File: config.mk
export PLATFORM = sky130hd
export DESIGN_NAME = pipelined_rca_adder
export DESIGN_NICKNAME = d
export VERILOG_FILES = /design/src/rtl/pipelined_rca_adder.sv
export SDC_FILE = /design/constraint.sdc
export NUM_CORES = 1
export LEC_CHECK = 0
export ABC_AREA = 1
export CORE_MARGIN = 2
export CORE_UTILIZATION = 43
export DETAILED_ROUTE_END_ITERATION = 10
export PLACE_DENSITY_LB_ADDON = 0.3
export SYNTH_ARGS = -nofsm -noshare
export SYNTH_HDL_FRONTEND = slang
export SYNTH_SLANG_ARGS = --single-unit
File: constraint.sdc
create_clock -name clk -period 6.1 [get_ports clk]
set_input_delay 0.915 -clock clk [delete_from_list [all_inputs] [get_ports clk]]
set_output_delay 0.915 -clock clk [all_outputs]
set_load 0.05 [all_outputs]
File: src/rtl/pipelined_rca_adder.sv
`default_nettype none
// ============================================================================
// Module   : pipelined_rca_adder
// Purpose  : Pipelined WIDTH-bit ripple-carry adder with carry-in. Each
//            pipeline stage ripples one SEG_WIDTH-bit segment through a chain
//            of full-adder cells. The carry out of each segment is registered
//            and passed to the next stage. Upper operand bits that are still
//            needed travel forward alongside the partial sum, and each stage
//            drops the operand bits it has consumed. Lower sum bits travel
//            forward as well, so the full sum emerges aligned at the last
//            stage.
//
// Parameters:
//   WIDTH      operand / sum width (default 16)
//   SEG_WIDTH  bits rippled per stage (default 4); WIDTH must be a multiple
//   STAGES     derived pipeline depth = WIDTH / SEG_WIDTH
//
// Ports:
//   clk        in   rising-edge clock
//   rst_n      in   asynchronous active-low reset
//   in_valid   in   operands present
//   in_ready   out  adder can accept this cycle (= !out_valid | out_ready)
//   a, b       in   WIDTH-bit unsigned operands
//   carry_in   in   carry into bit 0
//   out_valid  out  result present
//   out_ready  in   consumer accepts result
//   sum        out  low WIDTH bits of a + b + carry_in
//   carry_out  out  carry out of bit WIDTH-1
//   overflow   out  signed two's-complement overflow
//                   (only present when RCA_OVERFLOW_EN is defined)
//
// Optional feature macro: RCA_OVERFLOW_EN
//
// Revision : 1.0 - initial pipelined release
// ============================================================================
module pipelined_rca_adder #(
  parameter int WIDTH     = 16,
  parameter int SEG_WIDTH = 4
) (
  input  logic             clk,
  input  logic             rst_n,
  input  logic             in_valid,
  output logic             in_ready,
  input  logic [WIDTH-1:0] a,
  input  logic [WIDTH-1:0] b,
  input  logic             carry_in,
  output logic             out_valid,
  input  logic             out_ready,
  output logic [WIDTH-1:0] sum,
  output logic             carry_out
`ifdef RCA_OVERFLOW_EN
  ,
  output logic             overflow
`endif
);

  localparam int STAGES = WIDTH / SEG_WIDTH;

  // Stop elaboration when the segments do not tile the operand exactly.
  if ((SEG_WIDTH < 1) || ((WIDTH % SEG_WIDTH) != 0)) begin : g_cfg_check
    $fatal(1, "pipelined_rca_adder: WIDTH must be a positive multiple of SEG_WIDTH");
  end

  // A single enable moves the whole pipeline forward. Bubbles shift just like
  // data, so the only reason to stop is a result that is being held at the
  // output. in_ready depends on nothing except the output handshake.
  logic adv_en;

  assign adv_en   = !out_valid || out_ready;
  assign in_ready = adv_en;

  for (genvar k = 0; k < STAGES; k++) begin : g_stage
    // Stage k owns sum bits [HI-1:LO]. After it has run, the operand bits
    // [WIDTH-1:HI] (REM of them) are the only ones still needed downstream.
    localparam int LO  = k * SEG_WIDTH;
    localparam int HI  = LO + SEG_WIDTH;
    localparam int REM = WIDTH - HI;

    logic                 valid_d;
    logic                 seg_cin;
    logic [SEG_WIDTH-1:0] seg_a;
    logic [SEG_WIDTH-1:0] seg_b;
    logic [SEG_WIDTH-1:0] seg_sum;
    logic                 seg_cout;
    logic [HI-1:0]        sum_d;

    logic                 valid_q;
    logic                 carry_q;
    logic [HI-1:0]        sum_q;

    if (k == 0) begin : g_first
      assign valid_d = in_valid;
      assign seg_cin = carry_in;
      assign seg_a   = a[SEG_WIDTH-1:0];
      assign seg_b   = b[SEG_WIDTH-1:0];
      assign sum_d   = seg_sum;
    end else begin : g_next
      // The previous stage always forwards at least this segment's operand
      // bits, so its g_fwd block exists whenever k > 0.
      assign valid_d = g_stage[k-1].valid_q;
      assign seg_cin = g_stage[k-1].carry_q;
      assign seg_a   = g_stage[k-1].g_fwd.opa_q[SEG_WIDTH-1:0];
      assign seg_b   = g_stage[k-1].g_fwd.opb_q[SEG_WIDTH-1:0];
      // Lower sum bits already computed are delayed one stage to stay
      // aligned with the segment produced here.
      assign sum_d   = {seg_sum, g_stage[k-1].sum_q};
    end

    // Ripple chain of full-adder cells: s = a^b^c, c' = ab | c(a^b).
    always_comb begin
      logic c;
      c       = seg_cin;
      seg_sum = '0;
      for (int i = 0; i < SEG_WIDTH; i++) begin
        seg_sum[i] = seg_a[i] ^ seg_b[i] ^ c;
        c          = (seg_a[i] & seg_b[i]) | (c & (seg_a[i] ^ seg_b[i]));
      end
      seg_cout = c;
    end

    always_ff @(posedge clk or negedge rst_n) begin
      if (!rst_n) begin
        valid_q <= 1'b0;
        carry_q <= 1'b0;
        sum_q   <= '0;
      end else if (adv_en) begin
        valid_q <= valid_d;
        carry_q <= seg_cout;
        sum_q   <= sum_d;
      end
    end

    // Forward only the operand bits that later stages still need.
    if (REM > 0) begin : g_fwd
      logic [REM-1:0] opa_d;
      logic [REM-1:0] opb_d;
      logic [REM-1:0] opa_q;
      logic [REM-1:0] opb_q;

      if (k == 0) begin : g_src_in
        assign opa_d = a[WIDTH-1:HI];
        assign opb_d = b[WIDTH-1:HI];
      end else begin : g_src_prev
        assign opa_d = g_stage[k-1].g_fwd.opa_q[REM+SEG_WIDTH-1:SEG_WIDTH];
        assign opb_d = g_stage[k-1].g_fwd.opb_q[REM+SEG_WIDTH-1:SEG_WIDTH];
      end

      always_ff @(posedge clk or negedge rst_n) begin
        if (!rst_n) begin
          opa_q <= '0;
          opb_q <= '0;
        end else if (adv_en) begin
          opa_q <= opa_d;
          opb_q <= opb_d;
        end
      end
    end

`ifdef RCA_OVERFLOW_EN
    // Signed overflow is the carry into the MSB XOR the carry out of it.
    // The carry into the MSB is recovered from the top full-adder cell as
    // a ^ b ^ s, so the ripple loop does not need an extra output.
    if (k == STAGES - 1) begin : g_ovf
      logic ovf_d;
      logic ovf_q;

      assign ovf_d = seg_a[SEG_WIDTH-1] ^ seg_b[SEG_WIDTH-1] ^
                     seg_sum[SEG_WIDTH-1] ^ seg_cout;

      always_ff @(posedge clk or negedge rst_n) begin
        if (!rst_n) begin
          ovf_q <= 1'b0;
        end else if (adv_en) begin
          ovf_q <= ovf_d;
        end
      end
    end
`endif
  end

  // Outputs come straight from the final stage registers.
  assign out_valid = g_stage[STAGES-1].valid_q;
  assign sum       = g_stage[STAGES-1].sum_q;
  assign carry_out = g_stage[STAGES-1].carry_q;
`ifdef RCA_OVERFLOW_EN
  assign overflow  = g_stage[STAGES-1].g_ovf.ovf_q;
`endif

endmodule
`default_nettype wire

==> flow_summary.yaml <==
critical_path:
  worstSetupStartpoint: "out_ready"
  cp.arrival_ns: 3.11
  worst_r2r_endpoint: "g_stage[1].sum_q[7]$_DFFE_PN0P_"
  timing.critical_path.from_type: "input port"
  regToRegStartpoint: "g_stage[0].carry_q$_DFFE_PN0P_"
  worst_ep_required_time_ns: 5.18
  crit_fanout: 97
  worst_setup_path_end_kind: "primary output"
  crit_type: "in2out"
  ff2ff_setup_slack_ns: 3.88
  r2r_depth: 10
floorplan:
  fp.coreArea_mm2: 0.00973
  core.rowCount: 36
  die-area_mm2: 0.0108
  floorplan.initialDensity_pct: 43.9
  die_w_um: 104
  die_y_um: 104
  floorplan.io_pins: 56
pwr:
  power_density_mw_per_mm2: 510
  power_leakage_nw: 2.65
  max-vdd-ir-drop_mv: 0.261
logic_synthesis:
  synth-edff-count: 0
  synth.net_count: 525
  synth_sequential_area_ratio_pct: 56.2
  most_repeated_cell_in_the_gate_level_netlist_after_synthesis: "nand2_1"
  ffs_w_async_s_r_synth_pct: 100
  netlist_area_mm2: 0.00427
  ys_dominant_reg_cell: "dfrtp_1"
  netlist.top_cell.by_area: "dfrtp_1"
  synthCells: 472
  synth.cells.most_frequent: "191 x nand2_1, 96 x dfrtp_1, 95 x nand3_1"
  post-synth-top-area-fraction_pct: 56.2
  synth.distinct_cells: 11
  ys_top_cells_by_area: "dfrtp_1 56%, nand2_1 17%, nand3_1 11%, fa_1 7.5%, inv_1 3.6%"
  synth.yosys.warnings: 0
  synth_area_per_cell_um2: 9.06
  synth.ff_latch_count: 96
drt:
  detail_route.wl_per_cell_um: 12.0
  drt_pass1_iterations: 4
  overall_routed_net_length_mm: 7.75
  final_antenna_net_count: 0
  dr_total_vias: 3108
  drc: 0
  detail_route.iter0.violations: 220
  detail_route.vias_per_cell: 4.80
clock_tree:
  post_cts.resized_instances: 0
  cts_tree: "done"
  cts.repair_timing.setup_buffer_count: 0
  cts.hold.buffers_added: 0
  cts-root-buf: "clkbuf_8"
  cts.clk_slew.worst_paths_ns: 0.09
  clk_latency_ns: 0.36
  ctsLongestPathBuffers: 2
  clock_tree.htree_level_count: 3
  clock_sink_count: 96
  tritoncts.num_buffers: 9
final_layout:
  layout-drive-gt1-share_pct: 4.28
  design_area_mm2: 0.00504
  diodes: 0
  finish.net_count: 563
  area_growth_syn_to_layout_pct: 18.0
timing:
  setup_total_negative_slack_ns: 0
  fin_hold_ws_ns: 0.473
  report.final.slew_viol_count: 0
  timing.final.crit_period_ns: 4.02
  setup_violations: 0
  rsz0062_at_grt: "no"
  finalHoldViolations: 0
  fin_worst_skew_ns: 0.0114
  timing.slew.headroom_pct: 35.1
  tightest_slew_ns: 0.974
  layout_worst_path_cycle_share_pct: 66.0
  fmaxAchievable_mhz: 249
run:
  drv.max_cap_violation_count: 0
grt:
  grt_max_degree: 98
  grt_first_pass_wirelength_mm: 13.8
  globalRouteTotalUtil_pct: 15.6
  antenna_violations_before_repair: 0
  grt_pass1_vias: 3074
  gr-total-overflow: 0
placed_design:
  port_buffers: 55
  postPlaceCellArea_mm2: 0.00482
  finalWeightedCongestion: 0.748
  dpl.hpwl_mm: 4.57
run_status:
  status: "completed"
worst_hold_path:
  holdCritPathClass: "in2async"
==> metrics by stage <==
step	std cells	setup slack, ns	utilization (%)	power (mW)
2_1_floorplan	472	3.53	-	1.86
3_3_place_gp	632	2.08	49.6	2.12
3_5_place_dp	632	2.08	49.6	2.14
4_1_cts	647	2.07	51.8	2.61
5_1_grt	647	1.95	51.8	2.79
6_report	647	2.08	51.8	2.57
==> per-layer routing <==
| metal | up-vias | GRT usage [%] | routed length (um) |
|---|---|---|---|
| li1 | 1526 | - | - |
| met1 | 1503 | 21.0 | 3800 |
| met2 | 69 | 25.0 | 3550 |
| met3 | 10 | 2.52 | 275 |
| met4 | 0 | 6.66 | 128 |
| met5 | - | 0 | 0 |
==> registers in the layout, summed over array words and instances (netlist names) <==
register	flops
g_stage.g_fwd.opa_q	24
g_stage.g_fwd.opb_q	24
g_stage.sum_q	24
sum	16
g_stage.carry_q	3
g_stage.valid_q	3
carry_out	1
out_valid	1
==> where the power goes <==
group / internal, mW / total (mW) / switching, mW
Sequential: 0.911 / 1.10 / 0.191
Combinational: 0.364 / 1.02 / 0.654
Clock: 0.240 / 0.452 / 0.212
==> final cells by class <==
type	count	area, um^2
Fill cell	949	4690
Sequential cell	96	2410
Multi-Input combinational cell	303	1520
Timing Repair Buffer	58	571
Tap cell	133	166
Inverter	42	158
Clock buffer	10	138
Clock inverter	5	81.3
==> worst max-delay path, stage by stage <==
cell	delay, ns
clkdlybuf4s50_1	0.47
inv_2	0.05
nand2_4	0.64
clkdlybuf4s50_1	0.96
==> cell families after synthesis <==
family                   synth area share [%]
AND/OR/NAND/NOR                          28.2
buffers and inverters                    8.14
flip-flops                               56.2
adder cells (fa/ha/maj)                  7.49
==> worst max path at each step <==
stage                                            endpoint  cells after the start
after floorplan           g_stage[0].sum_q[3]$_DFFE_PN0P_                     10
after global placement                           in_ready                      4
after detailed placement                         in_ready                      4
after CTS                                        in_ready                      4
after global routing                             in_ready                      4
final                                            in_ready                      4
==> placed cells by master, fill, tap and decap left out, drive strengths merged <==
cell,n
clkdlybuf4s50,54
nand3,95
clkinv,2
clkinvlp,1
dfrtp,96
bufinv,2
inv,42
clkbuf,10
buf,4
fa,16
nand2,192
No activity file was read; power rests on OpenSTA's default activity.
